<file path="config.mk">
export PLATFORM = sky130hd
export DESIGN_NAME = fir_mac_seq
export DESIGN_NICKNAME = d
export VERILOG_FILES = /design/src/rtl/fir_pkg.sv /design/src/rtl/fir_delay_line.sv /design/src/rtl/fir_mac_seq.sv
export SDC_FILE = /design/constraint.sdc
export NUM_CORES = 1
export LEC_CHECK = 0
export ABC_CLOCK_PERIOD_IN_PS = 9220
export BUFFER_PORTS_ARGS = -buffer_cell sky130_fd_sc_hd__buf_2
export CELL_PAD_IN_SITES_DETAIL_PLACEMENT = 1
export CELL_PAD_IN_SITES_GLOBAL_PLACEMENT = 1
export CORE_MARGIN = 3
export CORE_UTILIZATION = 36
export CTS_CLUSTER_SIZE = 8
export DETAILED_ROUTE_END_ITERATION = 16
export HOLD_SLACK_MARGIN = 0.03
export PLACE_DENSITY = 0.62
export SLEW_MARGIN = 40
export SYNTH_ARGS = -nofsm -noshare
export SYNTH_HDL_FRONTEND = slang
export SYNTH_SLANG_ARGS = --single-unit
</file>
<file path="constraint.sdc">
create_clock -name clk -period 9.22 [get_ports clk]
set_clock_uncertainty 0.2 [all_clocks]
set_input_delay 0.461 -clock clk [delete_from_list [all_inputs] [get_ports clk]]
set_output_delay 0.461 -clock clk [all_outputs]
set_load 0.02 [all_outputs]
</file>
<file path="src/rtl/fir_pkg.sv">
// rtl/fir_pkg.sv - shared FSM encodings, default tap count and accumulator sizing for the FIR MAC
package fir_pkg;

  typedef enum logic [1:0] {
    S_IDLE = 2'd0,
    S_MAC  = 2'd1,
    S_DONE = 2'd2
  } fir_state_t;

  localparam int TAPS_DEF = 6;

  // Headroom for TAPS full-width products summed without overflow.
  function automatic int acc_width(input int bits_x, input int bits_a, input int taps);
    return bits_x + bits_a + $clog2(taps);
  endfunction

endpackage

</file>
<file path="src/rtl/fir_delay_line.sv">
// rtl/fir_delay_line.sv - TAPS-deep sample shift register with indexed parallel read
module fir_delay_line
  import fir_pkg::*;
#(
  parameter int TAPS  = TAPS_DEF,
  parameter int W     = 16,
  parameter int IDX_W = 3
) (
  input  logic                clk,
  input  logic                rst_n,
  input  logic                shift_en,
  input  logic signed [W-1:0] din,
  input  logic [IDX_W-1:0]    rd_idx,
  output logic signed [W-1:0] rd_data
);

  logic signed [W-1:0] taps_q [TAPS];

  always_ff @(posedge clk or negedge rst_n) begin
    if (!rst_n) begin
      for (int i = 0; i < TAPS; i++) taps_q[i] <= '0;
    end else if (shift_en) begin
      taps_q[0] <= din;
      for (int i = 1; i < TAPS; i++) taps_q[i] <= taps_q[i-1];
    end
  end

  // Explicit select keeps out-of-range indices reading zero.
  always_comb begin
    rd_data = '0;
    for (int i = 0; i < TAPS; i++) begin
      if (int'(rd_idx) == i) rd_data = taps_q[i];
    end
  end

endmodule

</file>
<file path="src/rtl/fir_mac_seq.sv">
// rtl/fir_mac_seq.sv - time-multiplexed FIR MAC driving an external coefficient ROM; FIR_SAT_EN selects saturating output
module fir_mac_seq
  import fir_pkg::*;
#(
  parameter int TAPS   = TAPS_DEF,
  parameter int bits_I = 3,
  parameter int bits_A = 16,
  parameter int bits_X = 16,
  parameter int bits_Y = 16,
  parameter int FRAC   = 0
) (
  input  logic                     clk,
  input  logic                     rst_n,
  input  logic                     in_valid,
  output logic                     in_ready,
  input  logic signed [bits_X-1:0] x_in,
  output logic [bits_I-1:0]        coef_addr,
  input  logic signed [bits_A-1:0] coef_in,
  output logic                     out_valid,
  input  logic                     out_ready,
  output logic signed [bits_Y-1:0] y_out
);

  localparam int ACC_W  = acc_width(bits_X, bits_A, TAPS);
  localparam int PROD_W = bits_X + bits_A;
  localparam int K_W    = (TAPS > 1) ? $clog2(TAPS) : 1;
  localparam logic [K_W-1:0] K_LAST = K_W'(TAPS - 1);

  fir_state_t               state;
  logic [K_W-1:0]           k;
  logic signed [ACC_W-1:0]  acc;
  logic signed [bits_X-1:0] x_k;
  logic signed [PROD_W-1:0] prod;
  logic signed [ACC_W-1:0]  acc_next;
  logic signed [ACC_W-1:0]  shifted;
  logic signed [bits_Y-1:0] y_red;
  logic                     shift_en;

  assign shift_en = (state == S_IDLE) && in_valid;

  fir_delay_line #(
    .TAPS  (TAPS),
    .W     (bits_X),
    .IDX_W (K_W)
  ) u_delay (
    .clk      (clk),
    .rst_n    (rst_n),
    .shift_en (shift_en),
    .din      (x_in),
    .rd_idx   (k),
    .rd_data  (x_k)
  );

  assign prod     = x_k * coef_in;
  assign acc_next = acc + {{(ACC_W-PROD_W){prod[PROD_W-1]}}, prod};
  assign shifted  = acc_next >>> FRAC;

`ifdef FIR_SAT_EN
  localparam logic signed [ACC_W-1:0] Y_MAX = {{(ACC_W-bits_Y+1){1'b0}}, {(bits_Y-1){1'b1}}};
  localparam logic signed [ACC_W-1:0] Y_MIN = {{(ACC_W-bits_Y+1){1'b1}}, {(bits_Y-1){1'b0}}};

  always_comb begin
    y_red = shifted[bits_Y-1:0];
    if (shifted > Y_MAX)      y_red = Y_MAX[bits_Y-1:0];
    else if (shifted < Y_MIN) y_red = Y_MIN[bits_Y-1:0];
  end
`else
  assign y_red = shifted[bits_Y-1:0];
`endif

  // The final tap's product is folded in combinationally so y_out lands on the same edge as DONE.
  always_ff @(posedge clk or negedge rst_n) begin
    if (!rst_n) begin
      state     <= S_IDLE;
      k         <= '0;
      acc       <= '0;
      y_out     <= '0;
      out_valid <= 1'b0;
      in_ready  <= 1'b1;
      coef_addr <= '0;
    end else begin
      case (state)
        S_IDLE: begin
          if (in_valid) begin
            acc       <= '0;
            k         <= '0;
            in_ready  <= 1'b0;
            coef_addr <= bits_I'(TAPS);
            state     <= S_MAC;
          end
        end
        S_MAC: begin
          acc <= acc_next;
          if (k == K_LAST) begin
            y_out     <= y_red;
            out_valid <= 1'b1;
            coef_addr <= '0;
            k         <= '0;
            state     <= S_DONE;
          end else begin
            k         <= k + 1'b1;
            coef_addr <= bits_I'(TAPS - 1 - int'(k));
          end
        end
        S_DONE: begin
          if (out_ready) begin
            out_valid <= 1'b0;
            in_ready  <= 1'b1;
            state     <= S_IDLE;
          end
        end
        default: begin
          state     <= S_IDLE;
          out_valid <= 1'b0;
          in_ready  <= 1'b1;
          coef_addr <= '0;
        end
      endcase
    end
  end

endmodule

</file>
==> flow_metrics.env <==
export IMPL_critical_path_startpoint_type="flip-flop"
export IMPL_cap_viol_max_count=0
export IMPL_initialDrtViolationCount=348
export IMPL_synthFlopType="dfrtp_1"
export IMPL_ys_warnings_count=0
export IMPL_top_layer_used="met4"
export IMPL_yosysUniqueCellTypes=60
export IMPL_relSlewSlack_pct=53.8
export IMPL_async_reset_ff_share_pct=100
export IMPL_tightest_slew_ps=693
export IMPL_io_pins=57
export IMPL_ctsLongestPathBuffers=2
export IMPL_fin_area_um2=13000
export IMPL_hp_class="in -> reg"
export IMPL_grt_ovfl_total=0
export IMPL_fin_tns_setup_ps=0
export IMPL_die_h_um=185
export IMPL_synth_edf_count=0
export IMPL_cts_buffers=17
export IMPL_track_usage_pct=19.6
export IMPL_met2WireLength_mm=15.4
export IMPL_dr_pass1_iters=4
export IMPL_coreArea_um2=31100
export IMPL_synthToLayoutAreaGrowth_pct=12.7
export IMPL_clk_pin_slew_ps=60
export IMPL_final_hold_viol_count=0
export IMPL_die_w_um=185
export IMPL_dpl_cell_area_um2=12200
export IMPL_grt_pass1_vias=9849
export IMPL_multi_input_area_um2=7200
export IMPL_synth_seq_cells=138
export IMPL_post_dp_hpwl_mm=23.5
export IMPL_drive_gt1_share_pct=9.17
export IMPL_dpl_worst_slack_ps=403
export IMPL_rsz0062_at_grt="no"
export IMPL_dieArea_um2=34200
export IMPL_postRouteWirelength_mm=31.5
export IMPL_synthCells=1380
export IMPL_cpMaxStageDelayCell="fa_1"
export IMPL_gp_congestion=0.799
export IMPL_holdPathStages=3
export IMPL_final_common_cell="nand2_1"
export IMPL_crit_fanout=19
export IMPL_reg2reg_to="acc[15]"
export IMPL_status="completed"
export IMPL_grt_max_degree=84
export IMPL_reg2reg_slack_ps=650
export IMPL_post_route_worst_setup_slack_ps=655
export IMPL_critPathRequiredTime_ps=9350
export IMPL_drc=0
export IMPL_fill_cells=3733
export IMPL_io_buffers=56
export IMPL_worstPathArrival_ps=8700
export IMPL_cts_tree="built"
export IMPL_cts_sinks=138
export IMPL_whs_endpoint="in_ready"
export IMPL_reg2reg_depth=32
export IMPL_antenna_found_initial=0
export IMPL_wl_met3_um=758
export IMPL_seqCellArea_um2=3450
export IMPL_fin_crit_ps=8570
export IMPL_vias=9115
export IMPL_ant_nets=0
export IMPL_cp_end_kind="flip-flop"
export IMPL_antenna_cells=0
export IMPL_finalSetupViolCount=0
export IMPL_synth_nets=1579
export IMPL_final_cell_mix="nand2_1, inv_1, dfrtp_1, ha_1, fa_1"
export IMPL_grt_first_pass_wirelength_mm=52.7
export IMPL_via_per_inst=4.96
export IMPL_min_from="out_ready"
export IMPL_fin_crit_sh_pct=92.9
export IMPL_clk_latency_ps=440
export IMPL_rows=64
export IMPL_nets=1626
export IMPL_wl_met1_mm=14.7
export IMPL_initial_core_util_pct=37.1
export IMPL_fmax_mhz=117
export IMPL_maxSlewViolCount=0
export IMPL_cts_setup_buffers=0
export IMPL_wl_per_cell_um=17.1
export IMPL_htree_levels=4
export IMPL_syn_avg_cell_area_um2=8.35
export IMPL_slowest_delay_ps=550
export IMPL_clockRootBuffer="clkbuf_16"
export IMPL_syn_area_um2=11500
export IMPL_path_class="reg -> reg"
export IMPL_seq_area_frac_synth_pct=30.0
export IMPL_timing_rr_start="k[0]"
## critical path, delay by kind of cell (launching register included)
| family | cells | cell delay, ps |
|---|---|---|
| buffers and inverters | 6 | 660 |
| DFF | 1 | 500 |
| xor gates and xnor gates | 3 | 660 |
| adders and majority gates | 9 | 3570 |
| AOI/OAI and AO/OA | 10 | 2370 |
| and+or+nand+nor | 4 | 500 |
## layout make-up
| type | instances | share of cell area [%] |
|---|---|---|
| Clock buffer | 18 | 3.38 |
| Sequential cell | 138 | 26.6 |
| Inverter | 161 | 4.65 |
| Multi-Input combinational cell | 1014 | 55.4 |
| Clock inverter | 14 | 1.20 |
| Timing Repair Buffer | 95 | 4.94 |
| Tap cell | 396 | 3.81 |
## cell families (layout without fill, tap and decap cells)
family                   Yosys count  count (layout)  synth area share (%)
flip-flops                       138             138                  30.0
multiplexers                       1               1                0.0869
AND/OR/NAND/NOR                  600             600                  23.5
adder cells (fa/ha/maj)          163             163                  22.9
XOR/XNOR                          46              46                  4.10
buffers and inverters            228             288                  7.95
AO/OA/AOI/OAI                    204             204                  11.5
## synth_stat cells, types with 11 or more instances
library cell | instances | area share, %
ha_1 | 83 | 9.0
nand3b_1 | 16 | 1.0
xor2_1 | 11 | 0.84
fa_1 | 80 | 14
a21oi_1 | 46 | 2.0
o21ai_0 | 73 | 3.2
nor2_1 | 18 | 0.59
nor2b_1 | 40 | 2.2
nand2_1 | 392 | 13
xnor2_1 | 30 | 2.3
clkbuf_1 | 43 | 1.4
inv_1 | 160 | 5.2
and2_1 | 63 | 3.4
nand2b_1 | 13 | 0.71
nand3_1 | 35 | 1.5
dfrtp_1 | 137 | 30
## per-stage QoR
stage / std cells / hold slack, ps / utilization [%]
floorplan: 1380 / -34.6 / -
global placement: 1787 / 255 / 39.2
detailed placement: 1787 / 264 / 39.3
CTS: 1836 / 56.9 / 41.7
global route: 1836 / 80.9 / 41.8
finish: 1836 / 75.6 / 41.8
## worst max path at each step
| stage | startpoint | end | depth (start not counted) |
|---|---|---|---|
| 5_1_grt | k[0] | acc[15] | 37 |
| 3_5_place_dp | k[0] | acc[15] | 30 |
| 2_1_floorplan | k[2] | acc[15] | 35 |
| 3_3_place_gp | k[0] | acc[15] | 30 |
| 4_1_cts | k[0] | acc[15] | 30 |
| 6_report | k[0] | acc[15] | 32 |
## sequential cells by signal, summed over array words and instances, names as in the netlist
register        count
u_delay.taps_q     96
state               2
k                   3
acc                16
coef_addr           3
out_valid           1
y_out              16
in_ready            1
## layer usage
layer | vias up | track usage, %
met1 | 4496 | 26.4
met4 | 0 | 5.79
met2 | 93 | 32.9
li1 | 4499 | -
met5 | - | 0
met3 | 27 | 3.12
## what timing repair did
item / in CTS / in global routing
endpoints found under the hold margin: 84 / 0
resized for setup: 0 / 4
endpoints found under the setup margin: 0 / 2
hold buffers: 17 / 0
Power is left out: the tool's default activity adds up to more than one toggle a clock period on the data nets, which glitch-free logic cannot reach.
